===== src/rtl/dmem_arbiter_if.sv =====
// Bundles the CPU, DMA and data-memory buses that meet at the data-memory arbiter.
// The slave modport is the arbiter's view; the master modport drives the arbiter.
interface dmem_arbiter_if #(
    parameter int AW = 32,
    parameter int DW = 32
);
    logic          cpu_req;
    logic          cpu_we;
    logic [AW-1:0] cpu_addr;
    logic [DW-1:0] cpu_wdata;
    logic [DW-1:0] cpu_rdata;
    logic          cpu_stall;

    logic          dma_req;
    logic          dma_we;
    logic [AW-1:0] dma_addr;
    logic [DW-1:0] dma_wdata;
    logic          dma_ack;
    logic [DW-1:0] dma_rdata;

    logic [AW-1:0] mem_addr;
    logic [DW-1:0] mem_wdata;
    logic          mem_we;
    logic [DW-1:0] mem_rdata;

    modport slave (
        input  cpu_req, cpu_we, cpu_addr, cpu_wdata,
        input  dma_req, dma_we, dma_addr, dma_wdata,
        input  mem_rdata,
        output cpu_rdata, cpu_stall,
        output dma_ack, dma_rdata,
        output mem_addr, mem_wdata, mem_we
    );

    modport master (
        output cpu_req, cpu_we, cpu_addr, cpu_wdata,
        output dma_req, dma_we, dma_addr, dma_wdata,
        output mem_rdata,
        input  cpu_rdata, cpu_stall,
        input  dma_ack, dma_rdata,
        input  mem_addr, mem_wdata, mem_we
    );
endinterface


===== src/rtl/dmem_arbiter.sv =====
// Single-port data-memory arbiter: CPU has fixed priority, DMA is forced in after
// MAX_WAIT consecutive denied cycles and acknowledged one cycle after its access.
//
// state | meaning
// IDLE  | DMA may be granted this cycle
// DACK  | dma_ack is high; DMA is ineligible for this one cycle
module dmem_arbiter #(
    parameter int AW       = 32,
    parameter int DW       = 32,
    parameter int MAX_WAIT = 4
) (
    input  logic            clk,
    input  logic            clrn,
    dmem_arbiter_if.slave   bus
);
    typedef enum logic {
        IDLE = 1'b0,
        DACK = 1'b1
    } state_t;

    typedef enum logic [1:0] {
        OWN_NONE = 2'd0,
        OWN_CPU  = 2'd1,
        OWN_DMA  = 2'd2
    } owner_t;

    localparam logic [3:0] MAX_WAIT_C = 4'(MAX_WAIT);

    state_t        state_q, state_d;
    logic [3:0]    wait_cnt_q, wait_cnt_d;
    logic          dma_ack_q, dma_ack_d;
    logic [DW-1:0] dma_rdata_q, dma_rdata_d;

    owner_t        owner;
    logic          dma_elig;
    logic [AW-1:0] mem_addr_sel;
    logic [DW-1:0] mem_wdata_sel;
    logic          mem_we_sel;

    always_comb begin
        dma_elig = bus.dma_req && (state_q == IDLE);
        owner    = OWN_NONE;
        if (dma_elig && (wait_cnt_q >= MAX_WAIT_C)) begin
            owner = OWN_DMA;
        end else if (bus.cpu_req) begin
            owner = OWN_CPU;
        end else if (dma_elig) begin
            owner = OWN_DMA;
        end
    end

    // With no owner the bus idles on the CPU address so the read path stays quiet.
    always_comb begin
        mem_addr_sel  = bus.cpu_addr;
        mem_wdata_sel = bus.cpu_wdata;
        mem_we_sel    = 1'b0;
        case (owner)
            OWN_CPU: begin
                mem_addr_sel  = bus.cpu_addr;
                mem_wdata_sel = bus.cpu_wdata;
                mem_we_sel    = bus.cpu_we;
            end
            OWN_DMA: begin
                mem_addr_sel  = bus.dma_addr;
                mem_wdata_sel = bus.dma_wdata;
                mem_we_sel    = bus.dma_we;
            end
            default: begin
                mem_addr_sel  = bus.cpu_addr;
                mem_wdata_sel = bus.cpu_wdata;
                mem_we_sel    = 1'b0;
            end
        endcase
    end

    assign bus.mem_addr  = mem_addr_sel;
    assign bus.mem_wdata = mem_wdata_sel;
    assign bus.mem_we    = mem_we_sel & clrn;
    assign bus.cpu_rdata = bus.mem_rdata;
    assign bus.cpu_stall = bus.cpu_req && (owner == OWN_DMA);
    assign bus.dma_ack   = dma_ack_q;
    assign bus.dma_rdata = dma_rdata_q;

    always_comb begin
        state_d     = state_q;
        wait_cnt_d  = wait_cnt_q;
        dma_ack_d   = 1'b0;
        dma_rdata_d = dma_rdata_q;

        case (state_q)
            IDLE: begin
                if (owner == OWN_DMA) begin
                    state_d   = DACK;
                    dma_ack_d = 1'b1;
                    if (!bus.dma_we) begin
                        dma_rdata_d = bus.mem_rdata;
                    end
                end
            end
            DACK: begin
                state_d = IDLE;
            end
            default: begin
                state_d = IDLE;
            end
        endcase

        if (owner == OWN_DMA) begin
            wait_cnt_d = 4'd0;
        end else if (dma_elig && (wait_cnt_q != 4'hF)) begin
            wait_cnt_d = wait_cnt_q + 4'd1;
        end
    end

    always_ff @(posedge clk or negedge clrn) begin
        if (!clrn) begin
            state_q     <= IDLE;
            wait_cnt_q  <= 4'd0;
            dma_ack_q   <= 1'b0;
            dma_rdata_q <= '0;
        end else begin
            state_q     <= state_d;
            wait_cnt_q  <= wait_cnt_d;
            dma_ack_q   <= dma_ack_d;
            dma_rdata_q <= dma_rdata_d;
        end
    end
endmodule


===== src/flat_wrapper.sv =====
// flat-port wrapper written by rule: the top's interface ports become plain ports
module dmem_arbiter_flat 
#(
    parameter int AW       = 32,
    parameter int DW       = 32,
    parameter int MAX_WAIT = 4
)
  (clk, clrn, bus_cpu_req, bus_cpu_we, bus_cpu_addr, bus_cpu_wdata, bus_dma_req, bus_dma_we, bus_dma_addr, bus_dma_wdata, bus_mem_rdata, bus_cpu_rdata, bus_cpu_stall, bus_dma_ack, bus_dma_rdata, bus_mem_addr, bus_mem_wdata, bus_mem_we);
  dmem_arbiter_if #(.AW(AW), .DW(DW)) bus_i ();
  input  logic clk;
  input  logic clrn;
  input wire logic [$bits(bus_i.cpu_req)-1:0] bus_cpu_req;
  input wire logic [$bits(bus_i.cpu_we)-1:0] bus_cpu_we;
  input wire logic [$bits(bus_i.cpu_addr)-1:0] bus_cpu_addr;
  input wire logic [$bits(bus_i.cpu_wdata)-1:0] bus_cpu_wdata;
  input wire logic [$bits(bus_i.dma_req)-1:0] bus_dma_req;
  input wire logic [$bits(bus_i.dma_we)-1:0] bus_dma_we;
  input wire logic [$bits(bus_i.dma_addr)-1:0] bus_dma_addr;
  input wire logic [$bits(bus_i.dma_wdata)-1:0] bus_dma_wdata;
  input wire logic [$bits(bus_i.mem_rdata)-1:0] bus_mem_rdata;
  output wire logic [$bits(bus_i.cpu_rdata)-1:0] bus_cpu_rdata;
  output wire logic [$bits(bus_i.cpu_stall)-1:0] bus_cpu_stall;
  output wire logic [$bits(bus_i.dma_ack)-1:0] bus_dma_ack;
  output wire logic [$bits(bus_i.dma_rdata)-1:0] bus_dma_rdata;
  output wire logic [$bits(bus_i.mem_addr)-1:0] bus_mem_addr;
  output wire logic [$bits(bus_i.mem_wdata)-1:0] bus_mem_wdata;
  output wire logic [$bits(bus_i.mem_we)-1:0] bus_mem_we;
  assign bus_i.cpu_req = bus_cpu_req;
  assign bus_i.cpu_we = bus_cpu_we;
  assign bus_i.cpu_addr = bus_cpu_addr;
  assign bus_i.cpu_wdata = bus_cpu_wdata;
  assign bus_i.dma_req = bus_dma_req;
  assign bus_i.dma_we = bus_dma_we;
  assign bus_i.dma_addr = bus_dma_addr;
  assign bus_i.dma_wdata = bus_dma_wdata;
  assign bus_i.mem_rdata = bus_mem_rdata;
  assign bus_cpu_rdata = bus_i.cpu_rdata;
  assign bus_cpu_stall = bus_i.cpu_stall;
  assign bus_dma_ack = bus_i.dma_ack;
  assign bus_dma_rdata = bus_i.dma_rdata;
  assign bus_mem_addr = bus_i.mem_addr;
  assign bus_mem_wdata = bus_i.mem_wdata;
  assign bus_mem_we = bus_i.mem_we;
  dmem_arbiter #(.AW(AW), .DW(DW), .MAX_WAIT(MAX_WAIT)) u_core (.clk(clk), .clrn(clrn), .bus(bus_i));
endmodule

===== config.mk =====
export PLATFORM = sky130hd
export DESIGN_NAME = dmem_arbiter_flat
export DESIGN_NICKNAME = d
export VERILOG_FILES = /design/src/rtl/dmem_arbiter_if.sv /design/src/rtl/dmem_arbiter.sv /design/src/flat_wrapper.sv
export SDC_FILE = /design/constraint.sdc
export NUM_CORES = 1
export LEC_CHECK = 0
export ABC_AREA = 1
export BUFFER_PORTS_ARGS = -buffer_cell sky130_fd_sc_hd__buf_2
export CORE_AREA = 4 4 113 115
export DETAILED_ROUTE_END_ITERATION = 7
export DIE_AREA = 0 0 117 119
export PLACE_DENSITY = 0.57
export RECOVER_POWER = 25
export SLEW_MARGIN = 20
export SYNTH_ARGS = -nofsm -noshare
export SYNTH_HDL_FRONTEND = slang
export SYNTH_SLANG_ARGS = --single-unit

===== constraint.sdc =====
create_clock -name clk -period 1.5 [get_ports clk]
set_clock_uncertainty 0.05 [all_clocks]
set_input_delay 0.15 -clock clk [delete_from_list [all_inputs] [get_ports clk]]
set_output_delay 0.15 -clock clk [all_outputs]
set_load 0.02 [all_outputs]

After elaboration in Yosys (flattened, before gate mapping)
Cells that the tools add are included.

storage, ports and cells
  register bits = 38
  input bits = 166
  output and inout port bits = 131
  word-level logic and storage cells = 29

cells by class
  add/subtract/negate cells = 1
  $lt $le $gt $ge = 1
  equal/unequal tests = 3
  mux-type cells = 11
  bitwise logic cells = 3
  reduce and logical (&&, ||, !) cells = 6

operator list
  operator                                                               count
  32-bit two-way mux                                                     2
  4-bit two-way mux                                                      2
  2-bit two-way mux                                                      3
  4-bit by 1-bit adder with 4-bit output, second input constant          1
  4-bit by 3-bit >= comparator with 1-bit output, second input constant  1
  1-bit logical AND                                                      4
  4-bit != test, second input constant                                   1
  1-bit one-hot mux with 2 select lines                                  2
  3-bit AND reduction                                                    1
  2-bit by 1-bit equality test with 1-bit output, second input constant  1
  2-bit equality test, second input constant                             1
  1-bit two-way mux                                                      2
  1-bit inverter                                                         2
  2-bit nonzero test                                                     1
  1-bit bitwise AND                                                      1

Longest topological paths before layout
Gate-level depths: netlist of the first run.

  depth after elaboration = 8
  gate-level depth with buffers = 8
  gate-level depth less buffers = 6

Worst setup path before layout of the first run
Ideal clock, no wire load.

  path type = reg-to-output
  from = register u_core.bus.dma_ack (netlist name)
  to = output port bus_mem_we
  arrival time = 1261 ps
  required time = 1300 ps
  path slack = 39 ps
  stages on the path, launching flop included = 5
  path buffers = 1
  path through = dfrtp_1 nor2_4 buf_2 nand3_1 a21oi_1

RTL lines
  element        line                source
  end, declared  flat_wrapper.sv:27  output wire logic [$bits(bus_i.mem_we)-1:0] bus_mem_we;

Worst setup path after layout of the first run
  from = register u_core.wait_cnt_q[3]
  to = output port bus_mem_wdata[22]

between the ends
  longest elaborated chain between the ends = 5

ends and longest elaborated chain
  element                                         line                 source
  start, declared                                 dmem_arbiter.sv:30   logic [3:0] wait_cnt_q, wait_cnt_d;
  start signal, assigned                          dmem_arbiter.sv:123  wait_cnt_q <= wait_cnt_d;
  4-bit by 3-bit >= comparator with 1-bit output  dmem_arbiter.sv:43   if (dma_elig && (wait_cnt_q >= MAX_WAIT_C)) begin
  1-bit logical AND                               dmem_arbiter.sv:43
  2-bit two-way mux                               dmem_arbiter.sv:43
  2-bit equality test                             dmem_arbiter.sv:57   case (owner)
  32-bit two-way mux                              dmem_arbiter.sv:57
  end, declared                                   flat_wrapper.sv:26   output wire logic [$bits(bus_i.mem_wdata)-1:0] bus_mem_wdata;

Every way passes these cells.

==> results of run 1 <==
==> worst register-to-register path: stages (launching register included) <==
cell and delay, ns:
dfrtp_1 0.40, nor2_4 0.14, buf_6 0.13, buf_12 0.10, buf_12 0.13, nand3_4 0.15
buf_6 0.20, nand2_1 0.07, nand2_1 0.04
==> layer usage <==
layer | GRT usage [%] | part of all wire (%) | vias to the layer above
met3 | 3.96 | 7.5 | 16
li1 | - | - | 1822
met4 | 5.23 | 2.3 | 0
met5 | 0 | 0 | -
met1 | 19.4 | 37 | 1710
met2 | 29.6 | 53 | 164
==> metrics by stage <==
step / setup TNS [ns] / hold slack (ns)
2_1_floorplan: 0 / -0.196
3_3_place_gp: -0.203 / 0.216
3_5_place_dp: -0.164 / 0.229
4_1_cts: -16.21 / 0.0731
5_1_grt: -23.08 / 0.0755
6_report: -15.80 / 0.0788
==> area by class of cell <==
class | instances | area (µm²)
inverters | 10 | 42.5
flip-flops and latches | 37 | 926
clock buffers | 5 | 125
repair buffers | 332 | 2460
clock inverters | 3 | 21.3
well taps | 147 | 184
multi-input cells | 311 | 1840
fillers | 1180 | 6210
==> cell usage in the layout (no fill, tap or decap), types with 2 or more instances in the layout <==
cell       Yosys  final
dfrtp_1       37     37
nand4_1       32     32
buf_12         0      9
buf_6          5     71
nor2_4         1      2
buf_16         0      3
inv_1          9      9
nand2_1      267    136
buf_8          0      2
nand2_2        2     91
nand2_4        0     42
inv_6          0      2
clkbuf_16      0     11
buf_4         38      5
clkbuf_1       8     26
buf_2          7    208
==> kinds of logic (layout without fill, tap and decap cells) <==
group / count (synthesis) / after routing / synth area share [%]
flops: 37 / 37 / 34.9
fa+ha+maj: 1 / 1 / 0.471
buf+inv: 69 / 350 / 16.9
simple gates: 309 / 309 / 47.6
compound gates: 1 / 1 / 0.188
==> synth_stat cells <==
| library cell | number | area share (%) |
|---|---|---|
| nand2_1 | 267 | 38 |
| buf_4 | 38 | 11 |
| dfrtp_1 | 37 | 35 |
| nand4_1 | 32 | 7.5 |
| inv_1 | 9 | 1.3 |
| clkbuf_1 | 8 | 1.1 |
| buf_2 | 7 | 1.3 |
| buf_6 | 5 | 2.1 |
| nand3_1 | 3 | 0.57 |
| nand2_2 | 2 | 0.47 |
| nor2_1 | 2 | 0.28 |
| a21oi_1 | 1 | 0.19 |
| buf_1 | 1 | 0.14 |
| ha_1 | 1 | 0.47 |
| inv_2 | 1 | 0.14 |
| nand3b_1 | 1 | 0.28 |
| nor2_2 | 1 | 0.24 |
| nor2_4 | 1 | 0.42 |
==> timing repair <==
item,4_1_cts,5_1_grt
cloned,4,7
buffers inserted,6,2
hold buffers,1,0
endpoints found under the setup margin,66,101
endpoints found under the hold margin,37,0
resized for setup,101,233
pin swaps,6,29
==> sequential cells by signal (all words and copies together) (netlist names) <==
signal and count:
u_core.bus.dma_rdata 32, u_core.bus.dma_ack 1, u_core.wait_cnt_q 4
==> worst max-delay path by stage <==
stage                               startpoint                end  slack, ns  cells past startpoint
after floorplan             u_core.bus.dma_ack         bus_mem_we       0.04                      4
after global placement    u_core.wait_cnt_q[3]  bus_mem_wdata[26]      -0.08                      7
after detailed placement  u_core.wait_cnt_q[3]  bus_mem_wdata[26]      -0.06                      7
after CTS                 u_core.wait_cnt_q[3]  bus_mem_wdata[26]      -0.29                      7
after global routing      u_core.wait_cnt_q[3]  bus_mem_wdata[22]      -0.36                      9
final                     u_core.wait_cnt_q[3]  bus_mem_wdata[22]      -0.29                      9
==> power by group <==
group,internal (µW),total [µW],switching (µW)
clock network,618,1050,432
logic,1860,4320,2460
registers,1380,1620,239
total,3860,6990,3130
==> results.sh, run 1 <==
export IMPL_post_route_util_pct=47.4
export IMPL_endpoint_kind="primary output"
export IMPL_fp_dieW_um=117
export IMPL_worstSetupStartpointType="flop"
export IMPL_drv_slew=0
export IMPL_setup_viol_count_final=80
export IMPL_whs_path_depth=3
export IMPL_worst_path_buf_inv=4
export IMPL_ir_worst_vdd_mv=0.653
export IMPL_min_to="u_core.bus.dma_rdata[16]"
export IMPL_power_uw=6990
export IMPL_cts_path_max_buffers=2
export IMPL_violations="setup timing"
export IMPL_core_area_um2=11800
export IMPL_postSynthAreaPerCell_um2=6.36
export IMPL_setup_ws_ns=-0.294
export IMPL_slowest_delay_ns=0.38
export IMPL_drive_gt1_share_pct=64.8
export IMPL_grt_pass1_vias=3561
export IMPL_worstReg2RegEnd="u_core.bus.dma_rdata[1]"
export IMPL_criticalPathCategory="flop to primary output"
export IMPL_clkLatencyLatePin_ns=0.28
export IMPL_p_leak_uw=0.00328
export IMPL_grt_max_degree=38
export IMPL_clock_sinks=37
export IMPL_cts_root_buf="clkbuf_16"
export IMPL_tightest_slew_ns=0.471
export IMPL_crit_slowest_cell="dfrtp_1"
export IMPL_grt_pass1_wl_mm=18.2
export IMPL_syn_area_um2=2650
export IMPL_crit_fanout=7
export IMPL_postPlaceCellArea_um2=4100
export IMPL_cts_made_buffers=5
export IMPL_cts_tree="yes"
export IMPL_syn_inst=417
export IMPL_portBuffers=296
export IMPL_synth_seq_cells=37
export IMPL_maxCapViolCount=0
export IMPL_crit_required_ns=1.30
export IMPL_antennaDiodeCount=0
export IMPL_preCtsSetupSlack_ns=-0.0622
export IMPL_hp_start="bus_mem_rdata[16]"
export IMPL_yosysSeqAreaShare_pct=34.9
export IMPL_cp_top_family="buffers and inverters"
export IMPL_r2r_cells=8
export IMPL_rsz0062_at_grt="true"
export IMPL_p_per_area_nw_per_um2=1250
export IMPL_wl_mm=13.5
export IMPL_clk_pin_slew_worst_paths_ns=0.06
export IMPL_period_share_pct=120
export IMPL_vias=3712
export IMPL_drt_wirelength_per_cell_um=16.0
export IMPL_drc=0
export IMPL_r2r_setup_slack_ns=-0.02
export IMPL_dieArea_um2=13900
export IMPL_fp_row_count=40
export IMPL_rr_startpoint="u_core.bus.dma_ack"
export IMPL_die_y_um=119
export IMPL_antenna_left=0
export IMPL_design_area_um2=5600
export IMPL_finalWeightedCongestion=0.822
export IMPL_initial_utilization_pct=22.5
export IMPL_yosysUniqueCellTypes=18
export IMPL_period_minus_slack_ns=1.79
export IMPL_synth_nets=584
export IMPL_firstDrtPassIters=4
export IMPL_grtUsageTotal_pct=16.7
export IMPL_antenna_found_initial=0
export IMPL_fin_cells=845
export IMPL_yosys_warnings=0
export IMPL_syn2layout_area_growth_pct=111
export IMPL_grt_overflow=0
export IMPL_worstHoldPathType="input port to flop"
export IMPL_fin_nets=864
export IMPL_cp_cell_sequence="nor2_2 -> nand2_2 -> nand2_4 -> inv_6 -> clkbuf_16 -> clkbuf_16 -> nand2_4 -> nand2_2 -> buf_6"
export IMPL_pin_count=297
export IMPL_max_slew_margin_rel_pct=68.6
export IMPL_avgViaCountPerCell=4.39
export IMPL_cts_max_level=2
export IMPL_final_hold_viol_count=0
export IMPL_cp_arrival_ns=1.59
export IMPL_post_place_cells=820
export IMPL_status="finished, violations left"
export IMPL_drt_iter0_drc=147
export IMPL_fmax_ghz=0.558
export IMPL_hpwl_mm=9.09
Power figures use the tool's default switching activity.
==> run 2: changes to the inputs <==
==> constraint.sdc (replaced) <==
create_clock -name clk -period 1.5 [get_ports clk]
set_clock_uncertainty 0.05 [all_clocks]
set_input_delay 0.3 -clock clk [delete_from_list [all_inputs] [get_ports clk]]
set_output_delay 0.3 -clock clk [all_outputs]
set_load 0.02 [all_outputs]
==> results.sh, run 2 (same netlist as run 1, synthesis figures left out) <==
export IMPL_status="finished, violations left"
export IMPL_violations="setup timing"
export IMPL_hold_ws_ns=0.240
export IMPL_tightest_slew_ns=0.936
export IMPL_cts_made_buffers=5
export IMPL_cp_cell_sequence="nor2_2 -> nand2_2 -> nand2_4 -> buf_12 -> buf_12 -> nand2_1 -> nand2_1 -> buf_6"
export IMPL_largest_reg_flops=32
export IMPL_crit_slowest_cell="dfrtp_1"
export IMPL_fmax_ghz=0.523
export IMPL_wl_mm=12.8
export IMPL_cp_arrival_ns=1.56
export IMPL_antennaDiodeCount=0
export IMPL_portBuffers=296
export IMPL_slowest_delay_ns=0.38
export IMPL_final_cell_mix="buf_2 (229), nand2_1 (169), nand2_2 (94), buf_6 (56), dfrtp_1 (36)"
export IMPL_final_hold_viol_count=0
export IMPL_maxCapViolCount=0
export IMPL_drt_wirelength_per_cell_um=15.3
export IMPL_cts_root_buf="clkbuf_16"
export IMPL_core_area_um2=11800
export IMPL_hpwl_mm=9.55
export IMPL_setup_viol_count_final=66
export IMPL_cts_path_max_buffers=2
export IMPL_p_leak_uw=0.00301
export IMPL_drv_slew=0
export IMPL_fin_nets=857
export IMPL_clkLatencyLatePin_ns=0.27
export IMPL_drt_iter0_drc=129
export IMPL_regArea_um2=927
export IMPL_pin_count=297
export IMPL_avgViaCountPerCell=4.32
export IMPL_multi_input_area_um2=1580
export IMPL_vias=3615
export IMPL_p_per_area_nw_per_um2=1280
export IMPL_worst_path_buf_inv=3
export IMPL_final_common_cell="buf_2"
export IMPL_period_minus_slack_ns=1.91
export IMPL_max_slew_margin_rel_pct=37.6
export IMPL_fin_setup_tns_ns=-24.39
export IMPL_drc=0
export IMPL_cp_top_family="simple AND/OR/NAND/NOR gates"
export IMPL_grt_pass1_vias=3362
export IMPL_endpoint_kind="primary output"
export IMPL_antenna_found_initial=0
export IMPL_initial_utilization_pct=22.5
export IMPL_rsz0062_at_grt="true"
export IMPL_fp_row_count=40
export IMPL_die_y_um=119
export IMPL_dieArea_um2=13900
export IMPL_clock_sinks=37
export IMPL_ir_worst_vdd_mv=0.616
export IMPL_worstSetupStartpointType="flop"
export IMPL_fill_cells=1237
export IMPL_fp_dieW_um=117
export IMPL_clk_pin_slew_worst_paths_ns=0.05
export IMPL_crit_fanout=8
export IMPL_grt_overflow=0
export IMPL_cts_tree="yes"
export IMPL_finalWeightedCongestion=0.806
export IMPL_criticalPathCategory="flop to primary output"
export IMPL_worstHoldPathType="input port to flop"
export IMPL_period_share_pct=127
export IMPL_drive_gt1_share_pct=63.5
export IMPL_grt_max_degree=38
export IMPL_syn2layout_area_growth_pct=93.7
export IMPL_grt_pass1_wl_mm=17.2
export IMPL_cts_max_level=2
export IMPL_crit_required_ns=1.15
export IMPL_grtUsageTotal_pct=15.6
export IMPL_antenna_left=0
export IMPL_setup_ws_ns=-0.411
export IMPL_firstDrtPassIters=4
## run 2: final timing paths
| check | start | endpoint | slack [ns] | cells after the start |
|---|---|---|---|---|
| max | u_core.wait_cnt_q[3] | bus_mem_addr[22] | -0.41 | 8 |
| min | bus_mem_rdata[14] | u_core.bus.dma_rdata[14] | 0.24 | 3 |
| max reg2reg | u_core.bus.dma_ack | u_core.bus.dma_rdata[26] | 0.10 | 7 |
| min reg2reg | u_core.bus.dma_rdata[2] | u_core.bus.dma_rdata[2] | 0.41 | 2 |
| max in group asynchronous | clrn | u_core.bus.dma_ack | 0.50 | 2 |
| min in group asynchronous | clrn | u_core.bus.dma_rdata[8] | 0.26 | 2 |
## run 2: metrics by stage
stage                     utilization [%]  area [µm²]  instances  setup WS [ns]  total power, µW
after floorplan                         -        2790        417        0.00516             3610
after detailed placement             35.9        4240        821         -0.203             4840
after global routing                 43.5        5140        837         -0.475             6980
final                                43.5        5140        837         -0.411             6560
after global placement               35.9        4240        821         -0.204             4830
after CTS                            40.1        4740        835         -0.458             6270
## run 2: area by class of cell
type                       count  share of cell area (%)
timing repair buffer         325                    44.0
tap                          147                    3.58
sequential                    37                    18.0
clock buffer                   7                    2.77
inverter                      10                   0.827
multi-input combinational    311                    30.8
## run 2: tightest hold or removal path: cells and delay by family
family        cells  cell delay, ns
buf+inv           1            0.10
simple gates      2            0.12
## run 2: per-layer routing
layer / track usage [%] / part of all wire [%] / wire [µm] / vias up
met1: 18.2 / 38 / 4850 / 1629
met5: 0 / 0 / 0 / -
met3: 3.46 / 8.7 / 1120 / 8
met2: 28.7 / 52 / 6670 / 166
li1: - / - / - / 1812
met4: 3.37 / 1.4 / 182 / 0
## run 2: repair_timing
item                       CTS  global route
gates resized for setup     88           113
buffers inserted             3             1
setup endpoints to repair   66            98
hold buffers                 0             0
gates cloned                 4             4
pin swaps                    9            28
## run 2: power by group
group / switching (µW) / total [µW] / internal, µW / leakage (µW)
sequential: 200 / 1580 / 1380 / 0.000462
combinational: 2310 / 3960 / 1640 / 0.00248
clock: 366 / 1020 / 652 / 0.0000700
total: 2880 / 6560 / 3680 / 0.00301
==> run 3: changes to the inputs <==
--- a/config.mk
+++ b/config.mk
@@ -12,6 +12,7 @@
 export DIE_AREA = 0 0 117 119
 export PLACE_DENSITY = 0.57
 export RECOVER_POWER = 25
+export SKIP_LAST_GASP = 1
 export SLEW_MARGIN = 20
 export SYNTH_ARGS = -nofsm -noshare
 export SYNTH_HDL_FRONTEND = slang
==> constraint.sdc (replaced) <==
create_clock -name clk -period 1.84 [get_ports clk]
set_clock_uncertainty 0.05 [all_clocks]
set_input_delay 0.368 -clock clk [delete_from_list [all_inputs] [get_ports clk]]
set_output_delay 0.368 -clock clk [all_outputs]
set_load 0.02 [all_outputs]
==> results.sh, run 3 (same netlist as run 1, synthesis figures left out) <==
export IMPL_cts_tree="yes"
export IMPL_clk_pin_slew_worst_paths_ns=0.06
export IMPL_drv_slew=0
export IMPL_grt_max_degree=38
export IMPL_period_share_pct=108
export IMPL_grt_pass1_vias=3266
export IMPL_portBuffers=296
export IMPL_rsz0062_at_grt="true"
export IMPL_avgViaCountPerCell=4.18
export IMPL_status="finished, violations left"
export IMPL_crit_fanout=11
export IMPL_worstHoldPathType="input port to async pin"
export IMPL_hold_ws_ns=0.297
export IMPL_maxCapViolCount=0
export IMPL_power_uw=4930
export IMPL_p_per_area_nw_per_um2=1080
export IMPL_fin_setup_tns_ns=-6.80
export IMPL_drive_gt1_share_pct=49.9
export IMPL_p_leak_uw=0.00287
export IMPL_core_area_um2=11800
export IMPL_firstDrtPassIters=4
export IMPL_vias=3475
export IMPL_grt_overflow=0
export IMPL_clock_sinks=37
export IMPL_cts_path_max_buffers=2
export IMPL_wl_mm=12.5
export IMPL_crit_required_ns=1.42
export IMPL_grt_pass1_wl_mm=17.4
export IMPL_postPlaceCellArea_um2=4030
export IMPL_endpoint_kind="primary output"
export IMPL_period_minus_slack_ns=1.98
export IMPL_cts_root_buf="clkbuf_16"
export IMPL_cts_max_level=2
export IMPL_cp_arrival_ns=1.57
export IMPL_die_y_um=119
export IMPL_drt_wirelength_per_cell_um=15.0
export IMPL_fp_row_count=40
export IMPL_max_slew_margin_rel_pct=36.9
export IMPL_fin_nets=850
export IMPL_clkLatencyLatePin_ns=0.28
export IMPL_ctsHoldBuffers=0
export IMPL_setup_viol_count_final=66
export IMPL_preCtsSetupSlack_ns=-0.00532
export IMPL_drt_iter0_drc=205
export IMPL_drc=0
export IMPL_final_hold_viol_count=0
export IMPL_cts_made_buffers=5
export IMPL_antennaDiodeCount=0
export IMPL_syn2layout_area_growth_pct=71.3
export IMPL_antenna_left=0
export IMPL_fmax_ghz=0.504
export IMPL_setup_ws_ns=-0.144
export IMPL_worstSetupStartpointType="flop"
export IMPL_criticalPathCategory="flop to primary output"
export IMPL_violations="setup timing"
export IMPL_final_cell_mix="buf_2 (266), nand2_1 (256), dfrtp_1 (37), nand4_1 (32), buf_4 (28)"
export IMPL_fp_dieW_um=117
export IMPL_pin_count=297
export IMPL_design_area_um2=4550
export IMPL_largest_reg_flops=32
export IMPL_dieArea_um2=13900
export IMPL_antenna_found_initial=0
export IMPL_final_common_cell="buf_2"
export IMPL_finalWeightedCongestion=0.819
export IMPL_grtUsageTotal_pct=16.0
export IMPL_ir_worst_vdd_mv=0.677
export IMPL_hpwl_mm=9.33
export IMPL_tightest_slew_ns=0.947
export IMPL_initial_utilization_pct=22.5
-- run 3: cell types whose count changed in the layout (fill, tap and decap cells not counted), sizes merged --
cell / change
clkinv: +2
clkbuf: -3
buf: -6
clkinvlp: +1
-- run 3: layer usage --
layer	global-route usage [%]	share of wire, %
met1	18.3	39
met2	31.0	53
met3	3.00	7.8
met4	1.94	0.46
met5	0	0
-- run 3: timing repair --
action / 4_1_cts / 5_1_grt
gates resized for setup: 50 / 15
setup buffers: 3 / 1
gates cloned: 4 / 2
hold endpoints to repair: 0 / 0
setup endpoints to repair: 66 / 66
pin swaps: 9 / 2
-- run 3: final cells by class --
type	instances	area [µm²]
Clock inverter	3	21.3
Fill cell	1286	7270
Sequential cell	37	926
Timing Repair Buffer	318	1920
Inverter	10	50.0
Multi-Input combinational cell	311	1320
Tap cell	147	184
Clock buffer	5	125
-- run 3: worst paths after layout --
check	start	to	slack (ns)	cells past startpoint
worst max-delay path	u_core.wait_cnt_q[3]	bus_mem_wdata[4]	-0.14	8
worst min-delay path	clrn	u_core.bus.dma_rdata[31]	0.30	2
worst max register to register	u_core.bus.dma_ack	u_core.wait_cnt_q[0]	0.39	6
worst min register to register	u_core.bus.dma_rdata[1]	u_core.bus.dma_rdata[1]	0.41	2
max in group asynchronous	clrn	u_core.bus.dma_rdata[30]	0.85	2
min in group clk	bus_mem_rdata[9]	u_core.bus.dma_rdata[9]	0.30	3
-- run 3: where the power goes --
part	leakage, µW	internal, µW	switching, µW
Sequential	0.000464	1130	167
Combinational	0.00233	1060	1730
Clock	0.0000702	504	346
Total	0.00287	2690	2240
-- run 3: worst max-delay path, stage by stage, from the launching register on --
cell and delay (ns):
dfrtp_1 0.39, nor2_2 0.11, nand2_2 0.10, nand2_8 0.13
clkinv_8 0.10, buf_12 0.15, nand2_1 0.06, nand2_1 0.08
buf_4 0.16
-- run 3: through the flow --
| stage | utilization (%) | std cells |
|---|---|---|
| after floorplan | - | 417 |
| after global placement | 34.1 | 814 |
| after detailed placement | 34.1 | 814 |
| after CTS | 37.9 | 829 |
| after global routing | 38.5 | 831 |
| final | 38.5 | 831 |
